--- config.mk ---
export PLATFORM = sky130hd
export DESIGN_NAME = regfile_arbiter_8085
export DESIGN_NICKNAME = d
export VERILOG_FILES = /design/src/rtl/regfile_arbiter_8085.sv
export SDC_FILE = /design/constraint.sdc
export NUM_CORES = 1
export LEC_CHECK = 0
export ABC_CLOCK_PERIOD_IN_PS = 4040
export CAP_MARGIN = 5
export CORE_ASPECT_RATIO = 0.5
export CORE_MARGIN = 2
export CORE_UTILIZATION = 60
export DETAILED_ROUTE_END_ITERATION = 8
export PLACE_DENSITY = 0.92
export SETUP_SLACK_MARGIN = 0.1
export SLEW_MARGIN = 20
export SYNTH_ARGS = -nofsm -noshare
export SYNTH_HDL_FRONTEND = slang
export SYNTH_SLANG_ARGS = --single-unit
export TNS_END_PERCENT = 1
--- constraint.sdc ---
create_clock -name clk -period 4.04 [get_ports clk]
set_clock_uncertainty 0.2 [all_clocks]
set_input_delay 1.01 -clock clk [delete_from_list [all_inputs] [get_ports clk]]
set_output_delay 1.01 -clock clk [all_outputs]
set_load 0.02 [all_outputs]
--- src/rtl/regfile_arbiter_8085.sv ---
// Shared 7x8 register file for the 8085 datapath, arbitrated between core and debug ports.
// Optional `ARB_ROUND_ROBIN_EN replaces core priority + starvation override with alternating grants.
module regfile_arbiter_8085 #(
  parameter int NREG         = 7,
  parameter int DW           = 8,
  parameter int AW           = 3,
  parameter int STARVE_LIMIT = 4
) (
  input  logic          clk,
  input  logic          rst,
  input  logic          core_req,
  input  logic          core_we,
  input  logic [AW-1:0] core_addr,
  input  logic [DW-1:0] core_wdata,
  output logic          core_gnt,
  output logic          core_rvalid,
  output logic [DW-1:0] core_rdata,
  input  logic          dbg_req,
  input  logic          dbg_we,
  input  logic [AW-1:0] dbg_addr,
  input  logic [DW-1:0] dbg_wdata,
  output logic          dbg_gnt,
  output logic          dbg_rvalid,
  output logic [DW-1:0] dbg_rdata
);

  localparam logic [AW:0] NREG_W = (AW+1)'(NREG);

  logic [DW-1:0] regs [NREG];

  logic          dbg_wins;
  logic          acc_vld_p0;
  logic          acc_we_p0;
  logic [AW-1:0] acc_addr_p0;
  logic [DW-1:0] acc_wdata_p0;
  logic          acc_in_range_p0;
  logic [DW-1:0] acc_rd_p0;

  logic          core_rvalid_p1;
  logic [DW-1:0] core_rdata_p1;
  logic          dbg_rvalid_p1;
  logic [DW-1:0] dbg_rdata_p1;

`ifdef ARB_ROUND_ROBIN_EN
  typedef enum logic {GNT_CORE, GNT_DBG} gnt_t;
  gnt_t last_gnt;

  always_ff @(posedge clk) begin
    if (rst)           last_gnt <= GNT_CORE;
    else if (core_gnt) last_gnt <= GNT_CORE;
    else if (dbg_gnt)  last_gnt <= GNT_DBG;
  end

  assign dbg_wins = (last_gnt == GNT_CORE);
`else
  localparam int SW = $clog2(STARVE_LIMIT + 1);
  logic [SW-1:0] starve_cnt;

  function automatic logic [SW-1:0] sat_inc(input logic [SW-1:0] v);
    return (v == SW'(STARVE_LIMIT)) ? v : v + SW'(1);
  endfunction

  always_ff @(posedge clk) begin
    if (rst)                      starve_cnt <= '0;
    else if (!dbg_req || dbg_gnt) starve_cnt <= '0;
    else                          starve_cnt <= sat_inc(starve_cnt);
  end

  assign dbg_wins = (starve_cnt == SW'(STARVE_LIMIT));
`endif

  always_comb begin
    core_gnt = 1'b0;
    dbg_gnt  = 1'b0;
    if (!rst) begin
      if (core_req && dbg_req) begin
        dbg_gnt  = dbg_wins;
        core_gnt = !dbg_wins;
      end else begin
        core_gnt = core_req;
        dbg_gnt  = dbg_req;
      end
    end
  end

  // Stage p0: select the granted port's access and look up read data
  always_comb begin
    acc_vld_p0      = core_gnt | dbg_gnt;
    acc_we_p0       = core_gnt ? core_we    : dbg_we;
    acc_addr_p0     = core_gnt ? core_addr  : dbg_addr;
    acc_wdata_p0    = core_gnt ? core_wdata : dbg_wdata;
    acc_in_range_p0 = ({1'b0, acc_addr_p0} < NREG_W);
    acc_rd_p0       = acc_in_range_p0 ? regs[acc_addr_p0] : '0;
  end

  // Stage p1: commit writes, register read results
  always_ff @(posedge clk) begin
    if (rst) begin
      for (int i = 0; i < NREG; i++) regs[i] <= '0;
      core_rvalid_p1 <= 1'b0;
      core_rdata_p1  <= '0;
      dbg_rvalid_p1  <= 1'b0;
      dbg_rdata_p1   <= '0;
    end else begin
      if (acc_vld_p0 && acc_we_p0 && acc_in_range_p0)
        regs[acc_addr_p0] <= acc_wdata_p0;
      core_rvalid_p1 <= core_gnt && !core_we;
      dbg_rvalid_p1  <= dbg_gnt && !dbg_we;
      if (core_gnt && !core_we) core_rdata_p1 <= acc_rd_p0;
      if (dbg_gnt && !dbg_we)   dbg_rdata_p1  <= acc_rd_p0;
    end
  end

  // A read granted just before reset must not surface while reset is asserted
  assign core_rvalid = core_rvalid_p1 & ~rst;
  assign dbg_rvalid  = dbg_rvalid_p1 & ~rst;
  assign core_rdata  = core_rdata_p1;
  assign dbg_rdata   = dbg_rdata_p1;

endmodule

== After elaboration in Yosys (flattened, before gate mapping) ==
Memories as Yosys holds them, arrays and structs flattened.
Index checks and enable logic that the tools add are counted.

* Add/sub/neg operators: 1
* Multipliers: 0
* Divide/modulo/power cells: 0
* Order comparisons: 1
* Equal/unequal tests: 1
* Shift operators: 0
* Mux-type cells: 16
* Bitwise gates (word level): 4
* Reduce and logical (&&, ||, !) cells: 12

{| class="wikitable"
|+ Operators with widths
! kind !! number
|-
| $mux W8 || 3
|-
| $mux W1 || 11
|-
| $reduce_or A8 Y1 || 1
|-
| $mux W3 || 2
|-
| $logic_and A1 B1 Y1 || 5
|-
| $logic_not A1 Y1 || 4
|-
| $add A3 B1 Y3 const B || 1
|-
| $eq A3 B3 Y1 const B || 1
|-
| $lt A3 B3 Y1 const B || 1
|-
| $and A1 B1 Y1 || 2
|-
| $reduce_or A2 Y1 || 1
|-
| $logic_or A1 B1 Y1 || 1
|-
| $not A1 Y1 || 1
|-
| $or A1 B1 Y1 || 1
|}

* Register bits: 21
* Bits in latches: 0
* Memory bits (writable): 56
* ROM bits: 0
* Bits of input ports: 28
* Output and inout port bits: 20
* Logic and storage cells: 41
* Memories: 1

{| class="wikitable"
|+ Memories
! name !! words !! bits a word !! read ports !! clocked after Yosys merged registers in !! wr ports !! line !! RTL
|-
| regs || 7 || 8 || 1 || 0 || 7 || 29 || <nowiki>logic [DW-1:0] regs [NREG];</nowiki>
|}

== Longest topological paths before layout ==
* Depth in word-level cells: 12
* Depth in mapped cells: 11
* Mapped depth without buffers: 10

== Least setup slack after synthesis ==
No wires, ideal clock.

* Kind: in2reg
* Start point: input port dbg_req
* End point: memory regs[1][0] (enable)
* Library setup time: 0.334 ns
* Arrival: 2.436 ns
* Data required time: 3.506 ns
* Slack: 1.070 ns
* Stages on the path: 6
* Buffers on the path: 1
* Cell sequence: nand3_1 buf_2 nand2_1 o32ai_1 o211ai_1 nand2b_1

{| class="wikitable"
|+ RTL lines
! item !! line !! RTL
|-
| start: declaration || 18 || <nowiki>input logic dbg_req,</nowiki>
|-
| end: declaration || 29 ||
|}

== Final worst setup path ==
* Start point: input port dbg_req
* End point: output port dbg_gnt

* Cells in the longest elaborated chain, start to end: 3

{| class="wikitable"
|+ Ends and longest elaborated chain
! item !! line !! RTL
|-
| $logic_and A1 B1 Y1 || 76 || <nowiki>if (core_req && dbg_req) begin</nowiki>
|-
| $mux W1 * || 76 ||
|-
| $mux W1 * || 75 || <nowiki>if (!rst) begin</nowiki>
|-
| end: declaration || 22 || <nowiki>output logic dbg_gnt,</nowiki>
|}

Every way passes the cells marked *; elsewhere a longest branch is shown, timed or not.

==> metrics.yaml <==
outcome:
  outcome: "finished, final reports clean"
clock_network:
  cts_tree: "yes"
  clock_latency_ns: 0.34
  clk_pin_slew_ns: 0.06
  cts_root_buf: "clkbuf_16"
  post_cts_buffers: 0
  cts_buffer_depth: 2
  ctsHoldBuffers: 0
  numCtsBuffers: 9
  postCtsResizedCells: 0
  htreeDepth: 3
  cts.sinks: 84
worst_setup_path:
  r2r-end: "regs[1][4]$_SDFFCE_PN0P_"
  crit_path_top_delay_cell: "clkdlybuf4s50_1"
  r2r_start: "starve_cnt[0]$_SDFFE_PP0P_"
  cpMostUsedCell: "clkdlybuf4s50_1"
  rrSetupSlack_ns: 1.17
  r2r.worst_path.cells: 9
  slowest_delay_ns: 0.59
  cp-end-kind: "primary output"
  startpoint_type: "input pin"
  crit_type: "in -> out"
  cp_num_cells: 5
  crit_arrival_ns: 2.56
  cpLargestDelayFamily: "buffers and inverters"
  crit_chain: "clkdlybuf4s50_1 -> nor2b_1 -> nand2_1 -> inv_1 -> clkdlybuf4s50_1"
  crit_buf_inv: 3
  worst-endpoint-required_ns: 2.83
  crit_fanout: 4
hold_path:
  hold_path_depth: 1
  min-delay-start: "starve_cnt[0]$_SDFFE_PP0P_"
  hold_class: "reg -> reg"
  holdPathEnd: "starve_cnt[0]$_SDFFE_PP0P_"
detailed_routing:
  drt_iter0_markers: 429
  wl_per_cell_um: 20.0
  drc_errors: 0
  vias: 3136
  first_pass_iters: 5
  ant_nets: 0
  vias_per_cell: 6.15
  routed_wl_mm: 10.2
synth:
  yosysTopAreaCellShare_pct: 42.0
  syn_area_um2: 3930
  yosys-top-cells-count: "63 x nor2_1, 55 x edfxtp_1, 29 x dfxtp_1, 29 x mux2i_1, 18 x o22a_1"
  avgSynthCellArea_um2: 11.2
  synth_most_common_cell: "nor2_1"
  synth_area_leader_cell: "edfxtp_1"
  synth_cell_type_count: 52
  yosys_warnings: 0
  synth_area_leaders: "edfxtp_1 42%, dfxtp_1 15%, mux2i_1 7.4%"
  synthFlopType: "edfxtp_1"
  postSynthCellCount: 352
  synthArstFlopShare_pct: 0
  yosysSeqAreaShare_pct: 56.7
  synth_edf_count: 55
  ys_ff_latch: 84
place:
  numPortBuffers: 47
  hpwlAfterDp_mm: 6.80
  placedCellCount: 494
  place_congestion: 0.949
finish:
  register_area_um2: 2230
  fill_cells: 356
  antenna_cells: 0
  drive_gt1_share_pct: 12.6
  multi_input_area_um2: 1580
  finalCoreUtilization_pct: 78.6
  final_nets: 447
  syn_to_final_growth_pct: 24.0
  fin_cells: 510
timing:
  relSlewSlack_pct: 64.9
  period_share_pct: 93.3
  final-hold-violation-count: 0
  tns_ns: 0
  clock.fmax_mhz: 265
  finalSetupViolCount: 0
  fin_crit_ns: 3.77
  slew_viol_final: 0
  rsz0062_at_grt: "no"
  worstMarginPinSlew_ns: 0.526
power_and_ir_drop:
  p_leak_uw: 0.00189
  p_per_area_nw_per_um2: 417
  ir_drop_v: 0.000225
floorplanning:
  fp.coreArea_um2: 6210
  dieWidth_um: 119
  start_util_pct: 63.4
  die_y_um: 61.3
  rows: 20
  die_area_um2: 7260
  ios: 48
global_route:
  grtUsageTotal_pct: 29.3
  grt_pass1_wl_mm: 15.5
  antenna_found_initial: 0
  grt.overflow.total: 0
  grt_pass1_vias: 3130
  grt_max_degree: 31
job:
  drv_cap: 0
[sequential cells by signal, summed over array words and instances (netlist names)]
register / count
regs: 63
core_rdata: 8
dbg_rdata: 8
starve_cnt: 3
core_rvalid_p1: 1
dbg_rvalid_p1: 1
[worst register-to-register path, stage by stage, from the launching register on]
cell,delay (ns)
dfxtp_1,0.36
inv_1,0.06
ha_1,0.25
nand3_1,0.13
nand2_1,0.10
buf_4,0.22
o32ai_1,0.43
buf_4,0.21
o211ai_1,0.14
nand2b_1,0.41
[final cells by class]
type | count | area share (%)
clock inverters | 6 | 1.49
repair buffers | 62 | 12.2
well taps | 88 | 2.26
flip-flops and latches | 84 | 45.8
multi-input cells | 245 | 32.4
inverters | 15 | 1.15
clock buffers | 10 | 4.70
[cell families (layout without fill, tap and decap cells)]
logic type	count (synthesis)	after routing	share of synthesized area (%)
compound gates	79	79	15.5
other cells	1	7	0.0953
mux	31	31	7.95
flops	84	84	56.7
buf+inv	29	93	3.66
simple gates	126	126	15.4
fa+ha+maj	2	2	0.636
[through the flow]
stage	area (µm²)	setup slack (ns)	hold WS [ns]	total power, µW
2_1_floorplan	3960	1.07	0.228	1130
3_3_place_gp	4570	0.319	0.242	1210
3_5_place_dp	4570	0.241	0.270	1220
4_1_cts	4880	0.283	0.293	2040
5_1_grt	4880	0.202	0.302	2100
6_report	4880	0.272	0.283	2030
[routing by layer]
layer	global-route usage, %	wire length, µm
met3	9.72	1060
met4	11.6	240
met2	52.6	5000
met5	0	0
met1	34.1	3890
[power breakdown]
part           switching [µW]  internal [µW]  leakage, µW  total (µW)
Sequential               14.7            954     0.000796         969
Clock                     333            486     0.000149         819
Combinational             143            104     0.000950         247
[cells in the final DEF, fill, tap and decap left out, types with 10 or more instances in the layout]
cell,n
edfxtp_1,55
a311oi_1,10
dfxtp_1,29
buf_4,14
inv_1,14
nor2_1,63
o22a_1,18
a21oi_1,14
nand3_1,12
nand2_1,12
clkdlybuf4s50_1,47
mux2i_1,29
o21ai_0,13
[worst max path at each step]
| stage | end | slack [ns] | startpoint |
|---|---|---|---|
| floorplan | regs[1][0]$_SDFFCE_PN0P_ | 1.07 | dbg_req |
| global placement | core_gnt | 0.32 | core_req |
| detailed placement | dbg_rdata[7]$_SDFFE_PP0P_ | 0.24 | rst |
| CTS | dbg_gnt | 0.28 | dbg_req |
| global route | dbg_gnt | 0.20 | dbg_req |
| finish | dbg_gnt | 0.27 | dbg_req |
Power figures use the tool's default switching activity.
